### src/rtl/vga_timing_gen_multi.sv
// Multi-mode VGA timing generator. The mode is latched only at the frame wrap.
// The block has a built-in pixel-strobe divider and delayed hs/vs/de outputs.
module vga_timing_gen_multi #(
  parameter int CLK_DIV      = 4,
  parameter int DEFAULT_MODE = 0,
  parameter int PIPE_DLY     = 0,
  parameter int HW           = 11,
  parameter int VW           = 10
) (
  input  logic          clk_i,
  input  logic          rst_ni,
  input  logic          en_i,
  input  logic [1:0]    mode_i,
  output logic [1:0]    mode_o,
  output logic          pix_stb_o,
  output logic [HW-1:0] hcount_o,
  output logic [VW-1:0] vcount_o,
  output logic          de_o,
  output logic          hs_o,
  output logic          vs_o,
  output logic          line_start_o,
  output logic          frame_start_o
);

  localparam int DW = (CLK_DIV > 1) ? $clog2(CLK_DIV) : 1;
  localparam int PW = PIPE_DLY + 1;

  function automatic logic mode_pol(input logic [1:0] m);
    return (m == 2'd1) || (m == 2'd3);
  endfunction

  localparam logic [1:0] DEF_MODE = DEFAULT_MODE[1:0];
  localparam logic       DEF_POL  = mode_pol(DEF_MODE);

  logic [DW-1:0] div_cnt;
  logic [1:0]    mode_q;
  logic          stb, h_last, v_last;
  logic [HW-1:0] hd, hf, hr, ht, hs_beg, hs_end;
  logic [VW-1:0] vd, vf, vr, vt, vs_beg, vs_end;
  logic          pol, de_d, hs_d, vs_d;
  logic [PW-1:0] de_p, hs_p, vs_p;

  always_comb begin
    hd = HW'(1366); hf = HW'(70); hr = HW'(143); ht = HW'(1792);
    vd = VW'(768);  vf = VW'(3);  vr = VW'(3);   vt = VW'(798);
    unique case (mode_q)
      2'd0: begin
        hd = HW'(640);  hf = HW'(16); hr = HW'(96);  ht = HW'(800);
        vd = VW'(480);  vf = VW'(10); vr = VW'(2);   vt = VW'(525);
      end
      2'd1: begin
        hd = HW'(800);  hf = HW'(40); hr = HW'(128); ht = HW'(1056);
        vd = VW'(600);  vf = VW'(1);  vr = VW'(4);   vt = VW'(628);
      end
      2'd2: begin
        hd = HW'(1024); hf = HW'(24); hr = HW'(136); ht = HW'(1344);
        vd = VW'(768);  vf = VW'(3);  vr = VW'(6);   vt = VW'(806);
      end
      default: ;
    endcase
  end

  assign pol    = mode_pol(mode_q);
  assign hs_beg = hd + hf;
  assign hs_end = hs_beg + hr;
  assign vs_beg = vd + vf;
  assign vs_end = vs_beg + vr;

  assign stb    = en_i && (div_cnt == DW'(CLK_DIV - 1));
  assign h_last = (hcount_o == ht - HW'(1));
  assign v_last = (vcount_o == vt - VW'(1));

  always_ff @(posedge clk_i) begin
    if (!rst_ni) begin
      div_cnt   <= '0;
      pix_stb_o <= 1'b0;
    end else begin
      pix_stb_o <= stb;
      if (en_i) div_cnt <= stb ? '0 : div_cnt + DW'(1);
    end
  end

  // A requested mode takes effect only at the last pixel of a frame, so that
  // the new mode's totals start cleanly at (0,0).
  always_ff @(posedge clk_i) begin
    if (!rst_ni) begin
      hcount_o <= '0;
      vcount_o <= '0;
      mode_q   <= DEF_MODE;
    end else if (stb) begin
      if (h_last) begin
        hcount_o <= '0;
        if (v_last) begin
          vcount_o <= '0;
          mode_q   <= mode_i;
        end else begin
          vcount_o <= vcount_o + VW'(1);
        end
      end else begin
        hcount_o <= hcount_o + HW'(1);
      end
    end
  end

  assign de_d = (hcount_o < hd) && (vcount_o < vd);
  assign hs_d = ((hcount_o >= hs_beg) && (hcount_o < hs_end)) ? pol : ~pol;
  assign vs_d = ((vcount_o >= vs_beg) && (vcount_o < vs_end)) ? pol : ~pol;

  // Stage 0 is the registered decode. The remaining stages add the
  // downstream alignment delay.
  always_ff @(posedge clk_i) begin
    if (!rst_ni) begin
      de_p          <= '0;
      hs_p          <= {PW{~DEF_POL}};
      vs_p          <= {PW{~DEF_POL}};
      line_start_o  <= 1'b0;
      frame_start_o <= 1'b0;
    end else begin
      de_p          <= PW'({de_p, de_d});
      hs_p          <= PW'({hs_p, hs_d});
      vs_p          <= PW'({vs_p, vs_d});
      line_start_o  <= pix_stb_o && (hcount_o == '0);
      frame_start_o <= pix_stb_o && (hcount_o == '0) && (vcount_o == '0);
    end
  end

  assign de_o   = de_p[PIPE_DLY];
  assign hs_o   = hs_p[PIPE_DLY];
  assign vs_o   = vs_p[PIPE_DLY];
  assign mode_o = mode_q;

endmodule

### config.mk
export PLATFORM = sky130hd
export DESIGN_NAME = vga_timing_gen_multi
export DESIGN_NICKNAME = d
export VERILOG_FILES = /design/src/rtl/vga_timing_gen_multi.sv
export SDC_FILE = /design/constraint.sdc
export NUM_CORES = 1
export LEC_CHECK = 0
export CORE_MARGIN = 2
export CORE_UTILIZATION = 64
export DETAILED_ROUTE_END_ITERATION = 8
export DONT_BUFFER_PORTS = 1
export GPL_ROUTABILITY_DRIVEN = 0
export MAX_ROUTING_LAYER = met4
export PLACE_DENSITY = 0.88
export REMOVE_ABC_BUFFERS = 1
export SKIP_CTS_REPAIR_TIMING = 1
export SYNTH_ARGS = -nofsm -noshare
export SYNTH_HDL_FRONTEND = slang
export SYNTH_SLANG_ARGS = --single-unit
export TNS_END_PERCENT = 20
### constraint.sdc
create_clock -name clk_i -period 3.33 [get_ports clk_i]
set_clock_uncertainty 0.1 [all_clocks]
set_input_delay 0.666 -clock clk_i [delete_from_list [all_inputs] [get_ports clk_i]]
set_output_delay 0.666 -clock clk_i [all_outputs]
set_load 0.05 [all_outputs]
==> impl_metrics.ini <==
[critical_path]
rr_worst_depth = 11
critPathMaxFanout = 7
reg2reg_setup_slack_ps = 200
cp.arrival_ps = 3270
worst_setup_path_start_kind = flop
timing.rr.start = mode_o[0]$_SDFFE_PN0P_
required_ps = 3460
r2r_end = vcount_o[9]$_SDFFE_PN0P_
path_class = flop to flop
critPathTopFamily = simple AND/OR/NAND/NOR gates
worst-path-buf-inv = 3
worstSetupEndpointType = flop
slowest_stage = a2111o_1
worstPathCellList = inv_1 -> ha_2 -> inv_1 -> ha_1 -> or3_1 -> a2111o_1 -> nor4_4 -> buf_4 -> nand4_1 -> xor2_1 -> nor2_2
slowest_delay_ps = 520
cpMostUsedCell = inv_1

[timing]
slew_violations = 0
period_minus_slack_ps = 3134
hold_viol = 0
rsz0062_at_grt = false
timing.fmax_ghz = 0.3191
finalCritPeriodShare = 0.9412
slew_headroom = 0.4432
setup_viol = 0
tightest_slew_ps = 834.1
setup_tns_ps = 0
layout_setup_ws_ps = 195.9

[floorplanning]
fp.dieW_microns = 69.05
core-area_sq_um = 4029
rows = 23
die_area_sq_um = 4767
die_y_microns = 69.05
initial_core_util = 0.6720
pin_count = 34

[yosys]
netlist_area_sq_um = 2708
synth_cell_types = 53
yosysSeqAreaShare = 0.2292
synthFlopType = dfxtp_1
avgSynthCellArea_sq_um = 8.995
synth_edf_count = 0
async_reset_ff_frac = 0
netlist_instances = 301
yosys_warnings = 0
synth_seq_cells = 31

[clock_tree]
clock_latency_ps = 290
htree_num_levels = 2
cts_tree = built
clk_pin_slew_ps = 70
cts-buffers-inserted = 5
cts_max_path_buffers = 2
clock_sinks = 31
root_buffer = clkbuf_8

[min_path]
hold_depth = 1
hold_path.class = primary input to flop
hp-start = rst_ni
hold_path_end = hs_o$_SDFF_PN1_

[power]
seqPwrFrac = 0.517
power_uw = 731.5
p_comb_frac = 0.021
irDropWorstVdd_mv = 0.2432
p_int_uw = 568.2
p_leak_nw = 1.465
p_clk_frac = 0.462
p_sw_frac = 0.2232
p_sw_uw = 163.3
power_density_nw_per_um2 = 244.6

[grt]
grt_util_all_layers = 0.3231
grt_pass1_vias = 2544
overflow = 0
grt_pass1_wl_microns = 12200
grt_start_max_net_pins = 15
grt_antenna_before_repair = 0

[routing]
wirelength_microns = 7045
wl_per_cell_microns = 18.89
dr.first_iter.drc_count = 168
drtAntennaViolNets = 0
first_pass_iters = 4
drc = 0
post_drt_via_cell_ratio = 6.558
dr_total_vias = 2446

[placement]
pre_cts_ws_ps = 189.9
dpl.cell_count = 364
port_buffers = 0
hpwl_microns = 5163

[status]
status = completed

[flow_run]
max-cap-violations = 0

[final_layout]
syn2layout_area_growth_pct = 10.44
finalNetCount = 385
finish.utilization = 0.7422
final_cells = 373
drive_gt1_frac = 0.1207
insertedDiodeCount = 0
-- metal layers --
layer  global-route usage  share of wire  vias up
li1                     -              -     1136
met1               0.3762           0.41     1183
met2               0.5288           0.49      105
met3              0.07164          0.069       22
met4               0.1503          0.029        0
met5                    -              0        -
-- worst max-delay path by stage --
stage	from	end	slack (ps)	cells past startpoint
floorplan	mode_o[0]$_SDFFE_PN0P_	vcount_o[8]$_SDFFE_PN0P_	100	9
global placement	mode_o[0]$_SDFFE_PN0P_	vcount_o[8]$_SDFFE_PN0P_	330	10
detailed placement	mode_o[0]$_SDFFE_PN0P_	vcount_o[5]$_SDFFE_PN0P_	190	10
CTS	mode_o[0]$_SDFFE_PN0P_	vcount_o[5]$_SDFFE_PN0P_	160	10
global route	mode_o[0]$_SDFFE_PN0P_	vcount_o[9]$_SDFFE_PN0P_	40	11
finish	mode_o[0]$_SDFFE_PN0P_	vcount_o[9]$_SDFFE_PN0P_	200	11
-- synthesized netlist by cell type (3+ instances only) --
master / number / area, sq um
inv_1: 15 / 56.30
xor2_1: 15 / 131.4
mux2i_1: 4 / 40.04
and2_1: 3 / 18.77
and3_1: 8 / 50.05
nor4_1: 4 / 25.02
nor3_1: 5 / 25.02
o21ai_0: 7 / 35.03
o211ai_1: 4 / 30.03
nand3_1: 7 / 35.03
nand2b_1: 5 / 31.28
nor2_1: 24 / 90.09
nor2b_1: 8 / 50.05
dfxtp_1: 31 / 620.6
a21oi_1: 7 / 35.03
xnor2_1: 11 / 96.34
nor3b_1: 3 / 22.52
ha_1: 58 / 725.7
nor2_2: 3 / 18.77
nand2_1: 18 / 67.56
nand4_1: 5 / 31.28
a21o_1: 12 / 90.09
a211oi_1: 4 / 30.03
-- cells by family after synthesis --
group	after synthesis	share of synthesized area
xor+xnor	26	0.08410
buf+inv	17	0.02402
compound gates	53	0.1377
mux	5	0.01895
flops	31	0.2292
fa+ha+maj	58	0.2680
simple gates	111	0.2380
-- power groups by stage --
stage                     sequential (mW)  combinational, mW  clock, mW
after floorplan                     0.387             0.0115          0
after global placement              0.386             0.0146          0
after detailed placement            0.387             0.0154          0
after CTS                           0.378             0.0155      0.343
after global routing                0.378             0.0179      0.360
final                               0.378             0.0154      0.338
-- final cells by class --
type                    count  area, sq um
fillers                   291         1039
multi-input cells         253         2027
repair buffers             16        120.1
inverters                  15        56.30
well taps                  50        62.56
clock inverters             1        7.507
flip-flops and latches     31        620.6
clock buffers               7        96.34
-- metrics by stage --
stage	hold slack [ps]	area (sq um)
global route	339.2	2990
CTS	344.8	2978
global placement	403.7	2874
floorplan	386.8	2699
detailed placement	417.5	2874
finish	349.8	2990
-- state kept, by name, summed over array words and instances (netlist names) --
name and flops:
frame_start_o 1, vcount_o 10, mode_o 2, line_start_o 1
de_o 1, hcount_o 11, pix_stb_o 1, hs_o 1
vs_o 1, div_cnt 2
-- placed cells by master, fill, tap and decap left out, types with 11 or more instances in the layout --
| cell type | n |
|---|---|
| a21o_1 | 12 |
| buf_4 | 16 |
| dfxtp_1 | 31 |
| ha_1 | 57 |
| inv_1 | 15 |
| nand2_1 | 18 |
| nor2_1 | 24 |
| xnor2_1 | 11 |
| xor2_1 | 15 |
-- worst reg2reg max path, stage by stage (launching register included) --
cell and delay, ps:
dfxtp_1 400, inv_1 210, ha_2 270, inv_1 110, ha_1 260, or3_1 360
a2111o_1 520, nor4_4 250, buf_4 200, nand4_1 110, xor2_1 200, nor2_2 100
(Power assumes the default switching activity.)
